`src/rtl/dmem_port_arbiter.sv`:
```
// ---------------------------------------------------------------------------
// dmem_port_arbiter
//
// Purpose:
//   Shares the single data-RAM port between the pipeline memory stage (CPU)
//   and the debug readout requester that dumps RAM words to LED/FND.
//   The CPU always wins the port, except that a pending debug read is forced
//   through after at most MAX_WAIT consecutive busy CPU cycles. In that one
//   forced cycle the CPU access is not served and the pipeline is stalled.
//   A debug read therefore costs the CPU at most one stall cycle, and two
//   stall cycles are never adjacent.
//
// Parameters:
//   AW        RAM byte-address width
//   DW        data width
//   MAX_WAIT  max consecutive CPU-busy cycles a pending debug read waits (>=1)
//
// Ports:
//   i_clk        pipeline clock
//   i_rst        synchronous, active-high reset
//   i_cpu_req    CPU memory access this cycle (load or store)
//   i_cpu_we     CPU store enable (valid with i_cpu_req)
//   i_cpu_addr   CPU byte address
//   i_cpu_wdata  CPU store data
//   o_cpu_rdata  load data to CPU (straight from RAM read data)
//   o_cpu_stall  1 = CPU access not served this cycle, pipeline must hold
//   i_dbg_req    debug read request (level, held until o_dbg_ack)
//   i_dbg_addr   debug word index (byte address = i_dbg_addr << 2)
//   o_dbg_ack    one-cycle pulse, o_dbg_rdata is valid
//   o_dbg_rdata  registered debug read data, held until the next ack
//   o_ram_addr   RAM byte address
//   o_ram_we     RAM write enable
//   o_ram_wdata  RAM write data
//   i_ram_rdata  RAM read data (asynchronous read, same cycle as o_ram_addr)
// ---------------------------------------------------------------------------
module dmem_port_arbiter #(
  parameter int unsigned AW       = 32,
  parameter int unsigned DW       = 32,
  parameter int unsigned MAX_WAIT = 4
) (
  input  logic          i_clk,
  input  logic          i_rst,
  input  logic          i_cpu_req,
  input  logic          i_cpu_we,
  input  logic [AW-1:0] i_cpu_addr,
  input  logic [DW-1:0] i_cpu_wdata,
  output logic [DW-1:0] o_cpu_rdata,
  output logic          o_cpu_stall,
  input  logic          i_dbg_req,
  input  logic [AW-1:0] i_dbg_addr,
  output logic          o_dbg_ack,
  output logic [DW-1:0] o_dbg_rdata,
  output logic [AW-1:0] o_ram_addr,
  output logic          o_ram_we,
  output logic [DW-1:0] o_ram_wdata,
  input  logic [DW-1:0] i_ram_rdata
);

  // Wait counter only has to reach MAX_WAIT-1; keep at least one bit so the
  // MAX_WAIT=1 configuration still elaborates.
  localparam int unsigned     CW           = (MAX_WAIT > 32'd1) ? $clog2(MAX_WAIT) : 32'd1;
  localparam logic [CW-1:0]   LP_WAIT_LAST = CW'(MAX_WAIT - 32'd1);
  localparam logic [CW-1:0]   LP_CNT_ZERO  = CW'(32'd0);
  localparam logic [CW-1:0]   LP_CNT_ONE   = CW'(32'd1);

  typedef enum logic [1:0] {
    ST_IDLE  = 2'd0,  // no debug activity
    ST_PEND  = 2'd1,  // debug read waiting for a free port (or for the timeout)
    ST_GRANT = 2'd2,  // debug read owns the RAM port this cycle
    ST_DONE  = 2'd3   // read delivered, waiting for the requester to drop dbg_req
  } state_t;

  state_t          r_state;
  state_t          w_state_nxt;
  logic [CW-1:0]   r_wait_cnt;
  logic [CW-1:0]   w_wait_cnt_nxt;
  logic            r_dbg_ack;
  logic [DW-1:0]   r_dbg_rdata;
  logic            w_grant;
  logic [AW-1:0]   w_dbg_byte_addr;

  // Word index to byte address; bits shifted out at the top are simply lost
  // (no range check, the address wraps inside the AW-bit space).
  assign w_dbg_byte_addr = i_dbg_addr << 2;

  assign w_grant = (r_state == ST_GRANT);

  // Next-state and wait-counter logic of the debug arbitration FSM.
  always_comb begin
    w_state_nxt    = r_state;
    w_wait_cnt_nxt = r_wait_cnt;
    case (r_state)
      ST_IDLE: begin
        w_wait_cnt_nxt = LP_CNT_ZERO;
        if (i_dbg_req) begin
          w_state_nxt = ST_PEND;
        end else begin
          w_state_nxt = ST_IDLE;
        end
      end
      ST_PEND: begin
        if (!i_dbg_req) begin
          // Requester gave up before the port was granted: abort quietly.
          w_state_nxt    = ST_IDLE;
          w_wait_cnt_nxt = LP_CNT_ZERO;
        end else if (!i_cpu_req || (r_wait_cnt == LP_WAIT_LAST)) begin
          // Either the CPU leaves the port free, or the debug read has waited
          // its budget and is forced through next cycle.
          w_state_nxt    = ST_GRANT;
          w_wait_cnt_nxt = LP_CNT_ZERO;
        end else begin
          w_state_nxt    = ST_PEND;
          w_wait_cnt_nxt = r_wait_cnt + LP_CNT_ONE;
        end
      end
      ST_GRANT: begin
        // The read completes even if dbg_req drops during this cycle.
        w_state_nxt    = ST_DONE;
        w_wait_cnt_nxt = LP_CNT_ZERO;
      end
      ST_DONE: begin
        // A held request must be dropped before another read is served.
        w_wait_cnt_nxt = LP_CNT_ZERO;
        if (!i_dbg_req) begin
          w_state_nxt = ST_IDLE;
        end else begin
          w_state_nxt = ST_DONE;
        end
      end
      default: begin
        w_state_nxt    = ST_IDLE;
        w_wait_cnt_nxt = LP_CNT_ZERO;
      end
    endcase
  end

  // State, wait counter and debug read-data/ack registers.
  always_ff @(posedge i_clk) begin
    if (i_rst) begin
      r_state     <= ST_IDLE;
      r_wait_cnt  <= LP_CNT_ZERO;
      r_dbg_ack   <= 1'b0;
      r_dbg_rdata <= {DW{1'b0}};
    end else begin
      r_state    <= w_state_nxt;
      r_wait_cnt <= w_wait_cnt_nxt;
      if (w_grant) begin
        r_dbg_rdata <= i_ram_rdata;
        r_dbg_ack   <= 1'b1;
      end else begin
        r_dbg_ack   <= 1'b0;
      end
    end
  end

  // RAM port steering and CPU stall. Reset overrides the FSM so that a
  // reset landing in GRANT neither stalls the CPU nor writes the RAM.
  always_comb begin
    o_ram_addr  = i_cpu_addr;
    o_ram_we    = 1'b0;
    o_ram_wdata = i_cpu_wdata;
    o_cpu_stall = 1'b0;
    if (i_rst) begin
      o_ram_addr  = i_cpu_addr;
      o_ram_we    = 1'b0;
      o_cpu_stall = 1'b0;
    end else if (w_grant) begin
      // Debug read owns the port; an access the CPU presents now is held
      // by the pipeline and re-presented next cycle.
      o_ram_addr  = w_dbg_byte_addr;
      o_ram_we    = 1'b0;
      o_cpu_stall = i_cpu_req;
    end else begin
      o_ram_addr  = i_cpu_addr;
      o_ram_we    = i_cpu_req & i_cpu_we;
      o_cpu_stall = 1'b0;
    end
  end

  assign o_cpu_rdata = i_ram_rdata;
  assign o_dbg_ack   = r_dbg_ack;
  assign o_dbg_rdata = r_dbg_rdata;

endmodule

```
`config.mk`:
```
export PLATFORM = sky130hd
export DESIGN_NAME = dmem_port_arbiter
export DESIGN_NICKNAME = d
export VERILOG_FILES = /design/src/rtl/dmem_port_arbiter.sv
export SDC_FILE = /design/constraint.sdc
export NUM_CORES = 1
export LEC_CHECK = 0
export ABC_AREA = 1
export BUFFER_PORTS_ARGS = -buffer_cell sky130_fd_sc_hd__buf_2
export CAP_MARGIN = 10
export CORE_AREA = 5 5 99 101
export DETAILED_ROUTE_END_ITERATION = 16
export DIE_AREA = 0 0 104 106
export GPL_ROUTABILITY_DRIVEN = 0
export PLACE_DENSITY_LB_ADDON = 0.08
export SLEW_MARGIN = 40
export SYNTH_ARGS = -nofsm -noshare
export SYNTH_HDL_FRONTEND = slang
export SYNTH_SLANG_ARGS = --single-unit
```
`constraint.sdc`:
```
create_clock -name i_clk -period 1.65 [get_ports i_clk]
set_input_delay 0.0825 -clock i_clk [delete_from_list [all_inputs] [get_ports i_clk]]
set_output_delay 0.0825 -clock i_clk [all_outputs]
set_load 0.01 [all_outputs]
```
**Word level (Yosys, flattened, before mapping)**

Index checks and enable logic that the tools add are counted.

- Register bits after elaboration: 37
- Bits of input ports: 133
- Output and inout port bits: 131
- Word-level logic and storage cells: 29

- $add $sub $neg: 1
- Equality and inequality tests: 4
- Multiplexer cells: 15
- Bitwise logic cells: 1
- Reduce and logical (&&, ||, !) cells: 4

Operator list:

| kind | number |
|---|---|
| two-way mux 32 bit | 2 |
| two-way mux 2 bit | 5 |
| case mux 2 bit (4 select lines) | 1 |
| == test 2 bit, second input constant | 3 |
| two-way mux 1 bit | 6 |
| case mux 2 bit (2 select lines) | 1 |
| OR reduction 3 bit | 1 |
| adder 2 x 1 -> 2 bit, second input constant | 1 |
| == test 2 x 1 -> 1 bit, second input constant | 1 |
| zero test 2 bit | 1 |
| AND 1 bit | 1 |
| zero test 1 bit | 1 |
| logical OR 1 bit | 1 |

**Longest topological paths before layout**

- Depth after elaboration: 5
- Depth in mapped cells: 8
- Depth with buffers taken out: 7

**Worst setup path before layout**

No wires, ideal clock.

- Path type: reg2out
- From: register r_state[0]
- To: output port o_ram_addr[0]
- Data arrival time: 1.195 ns
- Required time: 1.567 ns
- Slack: 0.373 ns
- Stages on the path, launching flop included: 8
- Path buffers: 2
- Cells stage by stage: dfxtp_1 inv_1 ha_1 nand2_2 inv_2 buf_6 buf_4 nor2_1

- Cells in the longest elaborated chain, start to end: 3

RTL lines:

| element | RTL line | source |
|---|---|---|
| from (decl) | 73 | `state_t r_state;` |
| from (signal assigned) | 145 | `r_state <= w_state_nxt;` |
| == test 2 bit | 86 | `assign w_grant = (r_state == ST_GRANT);` |
| named net w_grant | 79 | `logic w_grant;` |
| two-way mux 32 bit | 167 | `end else if (w_grant) begin` |
| two-way mux 32 bit | 163 | `if (i_rst) begin` |
| to (decl) | 53 | `output logic [AW-1:0] o_ram_addr,` |

The timed path passes the listed nets, and every way through them passes these cells.

**Worst setup path in the final report**

- From: register r_state[1]
- To: output port o_ram_addr[24]

The elaborated chain is that of the path after synthesis.

==> results.json <==
{
  "outcome": "complete, no violations",
  "max_slew_margin_pct": 87.93,
  "area_growth_pct": 45.81,
  "regToRegSetupSlack_ns": 0.25,
  "post_dp_cell_area_um2": 2831,
  "antenna_found_initial": 0,
  "cp.arrival_ns": 1.47,
  "crit_path_end_kind": "output port",
  "critPathLaunchType": "flop",
  "worst_slew_pin_slew_ns": 0.1809,
  "diodes": 0,
  "hold_viol_final": 0,
  "grt_pass1_vias": 2355,
  "row_count": 35,
  "drive_gt1_share_pct": 44.06,
  "ioPinCount": 264,
  "grtUsageTotal_pct": 12.86,
  "portBuffers": 197,
  "fin_util_pct": 36.11,
  "drc": 0,
  "final_common_cell": "buf_2",
  "dieArea_um2": 11020,
  "max_freq_ghz": 0.6447,
  "die_w_um": 104,
  "slowest_delay_ns": 0.41,
  "dp_hpwl_mm": 5.671,
  "post_synth_num_cell_types": 14,
  "cts_buffers": 5,
  "drt_iter0_markers": 41,
  "synth_cells": 343,
  "cts.clk_slew.worst_paths_ns": 0.07,
  "clk_latency_ns": 0.28,
  "cap_violations": 0,
  "wirelength_mm": 7.552,
  "routedWlPerCell_um": 12.42,
  "final_cell_mix": "buf_2 (197), nand2_1 (195), dfxtp_1 (36)",
  "total_power_mw": 2.105,
  "crit_buf_inv": 3,
  "syn-num-nets": 481,
  "path_delay_family": "buffers and inverters",
  "stdcell_area_um2": 3226,
  "period_share_pct": 94.01,
  "leakage_nw": 1.990,
  "drtPass1Iterations": 4,
  "crit_required_ns": 1.57,
  "cts_tree": "done",
  "yosys_warnings": 0,
  "fin_crit_ns": 1.551,
  "grt_max_degree": 33,
  "yosysSeqAreaShare_pct": 33.48,
  "slew_violations": 0,
  "p_per_area_nw_per_um2": 652.5,
  "crit_fanout": 7,
  "fin_skew_ns": 0.006269,
  "fin_setup_tns_ns": 0,
  "rsz0062_at_grt": "false",
  "slowest_stage": "dfxtp_1",
  "h-tree-depth": 2,
  "cts.path.max_buffers": 2,
  "postRouteAntennaNets": 0,
  "synth_seq_cells": 37,
  "critPathKind": "reg -> out",
  "grt_overflow": 0,
  "synthesis.area_um2": 2212,
  "ir_drop_v": 0.0003048,
  "fp.coreArea_um2": 8934,
  "vias": 2397,
  "crit_chain": "ha_4 -> nand2_4 -> buf_4 -> buf_4 -> nand2_1 -> nand2_1 -> buf_2",
  "fin_ws_ns": 0.09891,
  "cts_root_buf": "clkbuf_8",
  "worstHoldPathType": "in -> reg",
  "grt_pass1_wl_mm": 11.69,
  "nets": 634,
  "routed_via_density": 3.942,
  "place_ws_ns": 0.1149,
  "clock-sinks": 37,
  "setup_viol": 0,
  "synth.avg_cell_area_um2": 6.449,
  "start_util_pct": 24.76,
  "dieHeight_um": 106
}
==> cell usage after synthesis <==
cell | instances | area share, %
nand3_1 | 1 | 0.23
buf_4 | 69 | 23
clkbuf_1 | 3 | 0.51
nor2_1 | 10 | 1.7
nand2_1 | 195 | 33
inv_1 | 12 | 2.0
buf_2 | 4 | 0.91
inv_2 | 2 | 0.34
o21ai_0 | 1 | 0.23
buf_6 | 1 | 0.51
nand2_2 | 1 | 0.28
dfxtp_1 | 37 | 33
ha_1 | 5 | 2.8
a21oi_1 | 2 | 0.45
==> worst paths after layout <==
check / startpoint / end / cells after the start
worst max register to register: r_state[0]$_SDFF_PP0_ / o_dbg_rdata[0]$_SDFFE_PP0P_ / 8
worst max-delay path: r_state[1]$_SDFF_PP0_ / o_ram_addr[24] / 7
worst min register to register: r_wait_cnt[0]$_SDFF_PP0_ / r_wait_cnt[0]$_SDFF_PP0_ / 1
worst min-delay path: i_ram_rdata[3] / o_dbg_rdata[3]$_SDFFE_PP0P_ / 3
==> cell type report <==
type                            instances  area, um2
Multi-Input combinational cell        215      875.8
Clock buffer                            7      86.33
Inverter                               14      55.05
Clock inverter                          1      30.03
Fill cell                             997       5708
Tap cell                              111      138.9
Sequential cell                        37      742.0
Timing Repair Buffer                  223       1297
==> worst min-delay path, stage by stage <==
cell and delay [ns]:
buf_2 0.08, nand2_1 0.05, nand2_1 0.05
==> layer usage <==
layer / GRT usage [%] / part of all wire [%]
met3: 6.497 / 13
met1: 13.99 / 38
met4: 3.145 / 0.95
met2: 22.27 / 48
met5: 0 / 0
==> power by group <==
part / switching [mW] / internal (mW)
Combinational: 0.182 / 0.202
Sequential: 0.00442 / 0.899
Clock: 0.323 / 0.493
==> per-stage QoR <==
stage,hold WS [ns],instances
4_1_cts,0.0004336,608
6_report,0.01335,608
5_1_grt,0.008447,608
2_1_floorplan,0.1928,343
3_3_place_gp,0.1651,578
3_5_place_dp,0.1651,578
==> flip-flops by register name (all words and copies together) (netlist names) <==
| register | cells |
|---|---|
| o_dbg_rdata | 32 |
| r_state | 2 |
| r_wait_cnt | 2 |
| o_dbg_ack | 1 |
==> repair_timing <==
action	in CTS	in global routing
pin swaps	1	0
gates resized for setup	6	2
endpoints found under the setup margin	32	28
gates cloned	2	0
hold buffers	17	0
setup buffers	3	0
hold endpoints to repair	17	0
==> kinds of logic (layout without fill, tap and decap cells) <==
kind of cell	count (synthesis)	count (layout)	synth area share, %
adders and majority gates	5	5	2.828
buffers and inverters	91	245	27.72
AOI/OAI and AO/OA	3	3	0.6785
and+or+nand+nor	207	207	35.29
DFF	37	37	33.48
Power figures use the tool's default switching activity.
